==> config.mk <==
export PLATFORM = sky130hd
export DESIGN_NAME = crc_frame_tx
export DESIGN_NICKNAME = d
export VERILOG_FILES = /design/src/rtl/crc_tx_pkg.sv /design/src/rtl/crc_frame_tx_piso.sv /design/src/rtl/crc_frame_tx.sv
export SDC_FILE = /design/constraint.sdc
export NUM_CORES = 1
export LEC_CHECK = 0
export CAP_MARGIN = 0
export CORE_UTILIZATION = 51
export CTS_BUF_LIST = sky130_fd_sc_hd__clkbuf_2 sky130_fd_sc_hd__clkbuf_4 sky130_fd_sc_hd__clkbuf_8
export CTS_CLUSTER_SIZE = 30
export DETAILED_ROUTE_END_ITERATION = 7
export GPL_TIMING_DRIVEN = 1
export PLACE_DENSITY = 0.74
export RECOVER_POWER = 50
export SLEW_MARGIN = 5
export SYNTH_ARGS = -nofsm -noshare
export SYNTH_HDL_FRONTEND = slang
export SYNTH_SLANG_ARGS = --single-unit
==> constraint.sdc <==
create_clock -name clk -period 11.9 [get_ports clk]
set_input_delay 2.975 -clock clk [delete_from_list [all_inputs] [get_ports clk]]
set_output_delay 2.975 -clock clk [all_outputs]
set_load 0.01 [all_outputs]
==> src/rtl/crc_tx_pkg.sv <==
// Shared types and constants for the CRC frame transmitter.
// CRC_TX_PREAMBLE_EN adds an 8-bit preamble ahead of the payload.
package crc_tx_pkg;

    typedef enum logic [1:0] {
        IDLE     = 2'd0,
        CRC_RUN  = 2'd1,
        CRC_WAIT = 2'd2,
        SEND     = 2'd3
    } state_t;

    localparam int         DATA_BITS     = 66;
    localparam int         CRC_BITS      = 16;
    localparam int         CRC_LAT       = 67;
    localparam int         CRC_TIMEOUT   = 4;
    localparam int         PREAMBLE_BITS = 8;
    localparam logic [7:0] PREAMBLE      = 8'hA5;
    localparam int         CNT_W         = 7;

`ifdef CRC_TX_PREAMBLE_EN
    localparam int HDR_BITS = PREAMBLE_BITS;
`else
    localparam int HDR_BITS = 0;
`endif
    localparam int FRAME_BITS = HDR_BITS + DATA_BITS + CRC_BITS;

    localparam logic [CNT_W-1:0] LAT_LAST     = CNT_W'(CRC_LAT - 1);
    localparam logic [CNT_W-1:0] TIMEOUT_LAST = CNT_W'(CRC_TIMEOUT - 1);
    localparam logic [CNT_W-1:0] FRAME_LAST   = CNT_W'(FRAME_BITS - 1);

    // Frame index 0 leaves the link first; the CRC goes out MSB first.
    function automatic logic [0:FRAME_BITS-1] build_frame(
        input logic [0:DATA_BITS-1] payload,
        input logic [CRC_BITS-1:0]  crc
    );
        logic [0:FRAME_BITS-1] f;
        f = '0;
`ifdef CRC_TX_PREAMBLE_EN
        for (int i = 0; i < PREAMBLE_BITS; i++) begin
            f[i] = PREAMBLE[PREAMBLE_BITS-1-i];
        end
`endif
        for (int i = 0; i < DATA_BITS; i++) begin
            f[HDR_BITS+i] = payload[i];
        end
        for (int i = 0; i < CRC_BITS; i++) begin
            f[HDR_BITS+DATA_BITS+i] = crc[CRC_BITS-1-i];
        end
        return f;
    endfunction

endpackage

==> src/rtl/crc_frame_tx_piso.sv <==
// Frame-wide parallel-load shift register; bit 0 is the serial output.
module frame_piso
    import crc_tx_pkg::*;
(
    input  logic                  clk,
    input  logic                  rst,
    input  logic                  load,
    input  logic [0:FRAME_BITS-1] load_data,
    input  logic                  shift,
    output logic                  sout
);

    logic [0:FRAME_BITS-1] sr_r;

    // Load wins over shift; zeros fill in behind the departing bits.
    always_ff @(posedge clk or posedge rst) begin
        if (rst) begin
            sr_r <= '0;
        end else if (load) begin
            sr_r <= load_data;
        end else if (shift) begin
            sr_r <= {sr_r[1:FRAME_BITS-1], 1'b0};
        end else begin
            sr_r <= sr_r;
        end
    end

    assign sout = sr_r[0];

endmodule

==> src/rtl/crc_frame_tx.sv <==
// Drives one CRC-16 engine computation per payload, then serialises payload + CRC on a valid/ready link.
// CRC_TX_PREAMBLE_EN (see crc_tx_pkg) prepends the preamble.
module crc_frame_tx
    import crc_tx_pkg::*;
(
    input  logic                 clk,
    input  logic                 rst,
    input  logic                 start,
    input  logic [0:DATA_BITS-1] data,
    output logic                 crc_en,
    input  logic [CRC_BITS-1:0]  crc_in,
    input  logic                 crc_done,
    output logic                 tx_bit,
    output logic                 tx_valid,
    input  logic                 tx_ready,
    output logic                 busy,
    output logic                 done,
    output logic                 crc_err
);

    state_t               state_r, state_s;
    logic [CNT_W-1:0]     cnt_r, cnt_s;
    logic [CNT_W-1:0]     bit_cnt_r, bit_cnt_s;
    logic                 crc_en_r, crc_en_s;
    logic                 tx_valid_r, tx_valid_s;
    logic                 busy_r, busy_s;
    logic                 done_r, done_s;
    logic                 crc_err_r, crc_err_s;
    logic                 cap_s, load_s, shift_s;
    logic [0:DATA_BITS-1] payload_r;

    // State, counters and output registers.
    always_ff @(posedge clk or posedge rst) begin
        if (rst) begin
            state_r    <= IDLE;
            cnt_r      <= 7'd0;
            bit_cnt_r  <= 7'd0;
            crc_en_r   <= 1'b0;
            tx_valid_r <= 1'b0;
            busy_r     <= 1'b0;
            done_r     <= 1'b0;
            crc_err_r  <= 1'b0;
        end else begin
            state_r    <= state_s;
            cnt_r      <= cnt_s;
            bit_cnt_r  <= bit_cnt_s;
            crc_en_r   <= crc_en_s;
            tx_valid_r <= tx_valid_s;
            busy_r     <= busy_s;
            done_r     <= done_s;
            crc_err_r  <= crc_err_s;
        end
    end

    // Payload is held for the whole transaction so the frame can be assembled once the CRC arrives.
    always_ff @(posedge clk or posedge rst) begin
        if (rst) begin
            payload_r <= '0;
        end else if (cap_s) begin
            payload_r <= data;
        end else begin
            payload_r <= payload_r;
        end
    end

    // Next-state and next-output logic.
    always_comb begin
        state_s    = state_r;
        cnt_s      = cnt_r;
        bit_cnt_s  = bit_cnt_r;
        crc_en_s   = crc_en_r;
        tx_valid_s = tx_valid_r;
        done_s     = 1'b0;
        crc_err_s  = 1'b0;
        cap_s      = 1'b0;
        load_s     = 1'b0;
        shift_s    = 1'b0;
        case (state_r)
            IDLE: begin
                // A start coinciding with the done pulse belongs to the finished frame and is dropped.
                if (start && !done_r) begin
                    cap_s    = 1'b1;
                    crc_en_s = 1'b1;
                    cnt_s    = 7'd0;
                    state_s  = CRC_RUN;
                end else begin
                    state_s  = IDLE;
                end
            end
            CRC_RUN: begin
                // The engine's bit counter only wraps if en lasts exactly CRC_LAT cycles.
                if (cnt_r == LAT_LAST) begin
                    crc_en_s = 1'b0;
                    cnt_s    = 7'd0;
                    state_s  = CRC_WAIT;
                end else begin
                    cnt_s    = cnt_r + 7'd1;
                end
            end
            CRC_WAIT: begin
                if (crc_done) begin
                    load_s     = 1'b1;
                    tx_valid_s = 1'b1;
                    bit_cnt_s  = 7'd0;
                    state_s    = SEND;
                end else if (cnt_r == TIMEOUT_LAST) begin
                    crc_err_s  = 1'b1;
                    cnt_s      = 7'd0;
                    state_s    = IDLE;
                end else begin
                    cnt_s      = cnt_r + 7'd1;
                end
            end
            SEND: begin
                if (tx_valid_r && tx_ready) begin
                    shift_s = 1'b1;
                    if (bit_cnt_r == FRAME_LAST) begin
                        tx_valid_s = 1'b0;
                        done_s     = 1'b1;
                        bit_cnt_s  = 7'd0;
                        state_s    = IDLE;
                    end else begin
                        bit_cnt_s  = bit_cnt_r + 7'd1;
                    end
                end else begin
                    shift_s = 1'b0;
                end
            end
            default: begin
                crc_en_s   = 1'b0;
                tx_valid_s = 1'b0;
                state_s    = IDLE;
            end
        endcase
        busy_s = (state_s != IDLE);
    end

    frame_piso u_piso (
        .clk       (clk),
        .rst       (rst),
        .load      (load_s),
        .load_data (build_frame(payload_r, crc_in)),
        .shift     (shift_s),
        .sout      (tx_bit)
    );

    assign crc_en   = crc_en_r;
    assign tx_valid = tx_valid_r;
    assign busy     = busy_r;
    assign done     = done_r;
    assign crc_err  = crc_err_r;

endmodule
After elaboration in Yosys (flattened, before gate mapping)
Cells that the tools add are included.
- add/subtract/negate cells: 2
- eq/ne operators: 12
- reduce and logical (&&, ||, !) cells: 13
- multiplexer cells: 37
- operators with widths (operator ; number):
    82-bit two-way mux ; 2
    7-bit two-way mux ; 7
    7-bit case mux with 3 select lines ; 1
    1-bit two-way mux ; 18
    7-bit by 1-bit adder with 7-bit output (second input constant) ; 2
    7-bit == test (second input constant) ; 2
    7-bit case mux with 2 select lines ; 1
    2-bit != test (second input constant) ; 6
    2-bit two-way mux ; 5
    3-bit AND reduction ; 3
    2-bit case mux with 4 select lines ; 1
    2-bit nonzero test ; 4
    7-bit by 2-bit == test with 1-bit output (second input constant) ; 1
    2-bit == test (second input constant) ; 2
    1-bit case mux with 2 select lines ; 2
    4-bit AND reduction ; 1
    3-bit nonzero test ; 1
    2-bit by 1-bit == test with 1-bit output (second input constant) ; 1
    1-bit logical AND ; 2
    2-bit logical NOT ; 1
    1-bit logical NOT ; 1
- input bits: 87
- register bits: 169
- output and inout bits: 6
- logic and storage cells: 74

Longest topological paths before layout
- word-level depth: 5
- gate-level depth with buffers: 8
- mapped depth without buffers: 6

Modules after synthesis
Synthesis repeated with hierarchy kept, for this count alone.
- cell total of the unflattened synthesis: 623
- area total of the unflattened synthesis: 7467.2 µm²
- modules (own cells, without submodules) (module ; cells each ; sequential area each (µm²) ; instances ; area each (µm²)):
    frame_piso ; 356 ; 2052.0 ; 1 ; 3812.4
    crc_frame_tx ; 267 ; 2177.1 ; 1 ; 3654.8

Worst setup path before layout
Ideal clock, no wire load.
- path type: input to register
- from: input start
- to: register payload_r[0] in the netlist's numbering
- path buffers: 2
- data arrival time: 3969 ps
- data required time: 11772 ps
- stages on the path: 4
- path slack: 7804 ps
- library setup time: 128 ps
- path through: nand3b_1 clkbuf_1 buf_2 mux2_1
- cells in the longest elaborated chain, start to end: 3
- RTL lines (what ; RTL line ; text):
    start, declared ; crc_frame_tx.sv:8 ; input logic start,
    1-bit logical AND ; crc_frame_tx.sv:81 ; if (start && !done_r) begin
    1-bit two-way mux ; crc_frame_tx.sv:81 ;
    1-bit two-way mux ; crc_frame_tx.sv:78 ; case (state_r)
    end signal, assigned ; crc_frame_tx.sv:60 ; payload_r <= data;
    end signal, assigned ; crc_frame_tx.sv:62 ; payload_r <= payload_r;
    end, declared ; crc_frame_tx.sv:30 ; logic [0:DATA_BITS-1] payload_r;
Every way passes these cells.
A chain may end at the register's enable or synchronous reset.

Worst setup path in the final report
- from: input tx_ready
- to: register bit_cnt_r[3]
- cells in the longest elaborated chain, start to end: 3
- RTL lines (what ; RTL line ; text):
    start, declared ; crc_frame_tx.sv:15 ; input logic tx_ready,
    1-bit logical AND ; crc_frame_tx.sv:115 ; if (tx_valid_r && tx_ready) begin
    2-bit != test (no source line) ; - ;
    3-bit AND reduction (no source line) ; - ;
    end signal, assigned ; crc_frame_tx.sv:46 ; bit_cnt_r <= bit_cnt_s;
    end, declared ; crc_frame_tx.sv:23 ; logic [CNT_W-1:0] bit_cnt_r, bit_cnt_s;
Every way passes these cells.

==> run metrics <==
Total Routed Length 15300 um; critical path class primary input to flip-flop; Num CTS Buffers 17; Ports 93; vias per cell between 5 and 6; critical path startpoint tx_ready; delay-heaviest family, CP simple AND/OR/NAND/NOR gates; Detail Route Antenna Nets 0; Leakage 3.80 nW; core area 0.0140 mm^2; Final min period 6.60 ns; cts repair resizes 0; ANT cells 0; TritonCTS clock tree yes; Logic pwr share 22.0%; post-synthesis net count 831; GP Congestion 0.827; Worst-Margin Slew 3.75 ns; largest family of logic cells by synthesized area simple AND/OR/NAND/NOR gates; Primary FF master, synth dfrtp_1; Synth area leaders dfrtp_1 (57%), mux2_1 (10%), nand2_1 (9.2%), a31oi_1 (6.9%), nor2_1 (4.5%); failing checks capacitance limit, slew limit; Die Span Y between 100 and 150 um; MaxCap Viol Count 4; Starting Density 52.8%; crit end category flip-flop; wire length per cell 15.4 um; critical path required time 12.23 ns; start of the worst register-to-register path state_r[1]; Initial DRC Count 543; Final TNS setup 0 ns; maximum fanout along the worst path 86; first-pass GRT wire length 25700 um; Synth Area in Compound Gates 11.7%; post-DP HPWL 9670 um; RSZ-0062 raised after global routing no; switch share between 20 and 30%; status finished with violations; post-synth cell types 45; Psw 0.520 mW; CTS H-tree lvls 4; Flop pwr share between 50% and 60%; pwr dens about 200 mW/mm^2; Die Width 123 um; Total Power 1.77 mW; Final Max Slew Viols 333; Worst-path clk slew 0.07 ns; vias 5571; worst path arrival time 6.94 ns; die area 0.0150 mm^2; crit-path cells dlygate4sd3_1 > nand3_1 > a211oi_1 > xnor2_1 > nor2_1; Mapped Area 0.00741 mm^2; CP max-delay cell nand3_1; post-synthesis sequential area ratio between 50% and 60%; worst rel slew slack -150%; Post-CTS Hold Fix Bufs 0; top post-synthesis cells by count nand2_1 (182), dfrtp_1 (169), nor2_1 (89); vias in the first global route around 5400; Nets between 900 and 1000; XOR/XNOR Fraction of Synth Area less than 1%; EDFF count, synth 0; I/O Buffers between 90 and 100; Critical path buffers and inverters 1; post-CTS setup buffer count 0; Core Rows 43; Clk pwr share between 20% and 30%; largest net degree at the start of global routing 91; Synth Area in Simple Gates 16.6%; top-count cell post-synth nand2_1; antenna violations before repair 0; Final Setup Violations 0; Critical Path Source Type primary input; Yosys reg bits 169; final-report hold violation count 0; library cell with the largest summed area after synthesis dfrtp_1; layout cell share with drive strength beyond 1 ~4.7%; Tcrit/Tclk final between 50 and 60%; Pre-antenna DRT Iters 5; Synth top area share 57.1%; post-synthesis mux area share 10.0%; DRC violations left 0; global route overflow 0; Post-synth ARST share 100%; Cells after Synth 735; adder-cell share of the synthesized area under 10%; Pint about 1.3 mW; Syn. warnings 0; hold wc startpoint payload_r[54]; clock latency on the worst-skew pair between 0.4 and 0.5 ns; Worst VDD drop roughly 0.00010 V; clock sink total 169; clock tree root driver cell clkbuf_8; CP peak stage delay 2.12 ns; HP Class flip-flop to flip-flop; Hold WS 0.497 ns; gr usage total 21.9%; synthesized area per cell slightly above 10 um^2; clk buf depth 2; Final Skew 0.00803 ns; Area Overhead vs Synth 18.7%; fmax 151 MHz
per-stage QoR:
step	utilization, %	setup slack, ns	cells	cell area, um^2
after floorplan	-	4.35	735	7410
final	62.6	5.30	996	8790
after detailed placement	60.1	6.55	967	8440
after global placement	60.1	6.65	967	8440
after CTS	62.8	7.05	996	8820
after global routing	62.6	4.84	996	8790
final timing paths:
path                                      end  slack [ns]  cells after the start
min in group asynchronous       payload_r[48]        4.06                      2
max in group asynchronous       payload_r[17]        5.59                      3
worst max-delay path             bit_cnt_r[3]        5.30                      5
worst min register to register  payload_r[54]        0.50                      1
worst min-delay path            payload_r[54]        0.50                      1
worst max register to register   bit_cnt_r[3]        7.59                      5
power groups by stage:
stage                     sequential (mW)  clock [mW]  combinational (mW)
after detailed placement            0.987           0               0.391
after global placement              0.979           0               0.367
after CTS                           0.981       0.413               0.394
final                               0.981       0.403               0.390
after global routing                 1.01       0.437               0.441
after floorplan                     0.938           0               0.295
logic make-up (layout without fill, tap and decap cells):
kind of cell / count (synthesis) / in the layout
flops: 169 / 169
simple gates: 305 / 305
buf+inv: 54 / 135
compound gates: 130 / 130
fa+ha+maj: 9 / 9
mux: 66 / 66
xor+xnor: 2 / 2
cell type report:
class                      count  area (um^2)
clock buffer                  26          320
clock inverter                 3         65.1
fill                        1139         5250
inverter                      10         38.8
multi-input combinational    512         2970
sequential                   169         4230
tap                          180          225
timing repair buffer          96          947
layer usage:
layer | global-route usage, % | routed length, um | vias up | part of all wire (%)
li1 | - | - | 2665 | -
met1 | 29.7 | 7080 | 2745 | 46
met2 | 35.0 | 7400 | 145 | 48
met3 | 4.74 | 665 | 16 | 4.3
met4 | 7.62 | 174 | 0 | 1.1
met5 | 0 | 0 | - | 0
registers in the layout (all words and copies together), names as in the netlist:
name,count
cnt_r,7
done,1
bit_cnt_r,7
u_piso.sr_r,82
crc_en,1
state_r,2
crc_err,1
busy,1
payload_r,66
tx_valid,1
worst reg2reg max path, stage by stage, from the launching register on:
cell,delay [ns]
dfrtp_1,0.43
ha_1,0.33
nand3_1,2.17
a211oi_1,1.03
xnor2_1,0.18
nor2_1,0.06
cells in the final DEF (no fill, tap or decap), types with 6 or more instances in the layout:
cell type          n
a21oi_1            6
a31oi_1           82
clkbuf_4           6
clkbuf_8          20
clkdlybuf4s50_1   83
dfrtp_1          169
dlygate4sd3_1      9
ha_1               9
inv_1              9
mux2_1            66
nand2_1          182
nand3_1            8
nor2_1            89
nor3_1             6
o2111ai_1          6
Note: power is estimated with default switching activity, not from simulation.
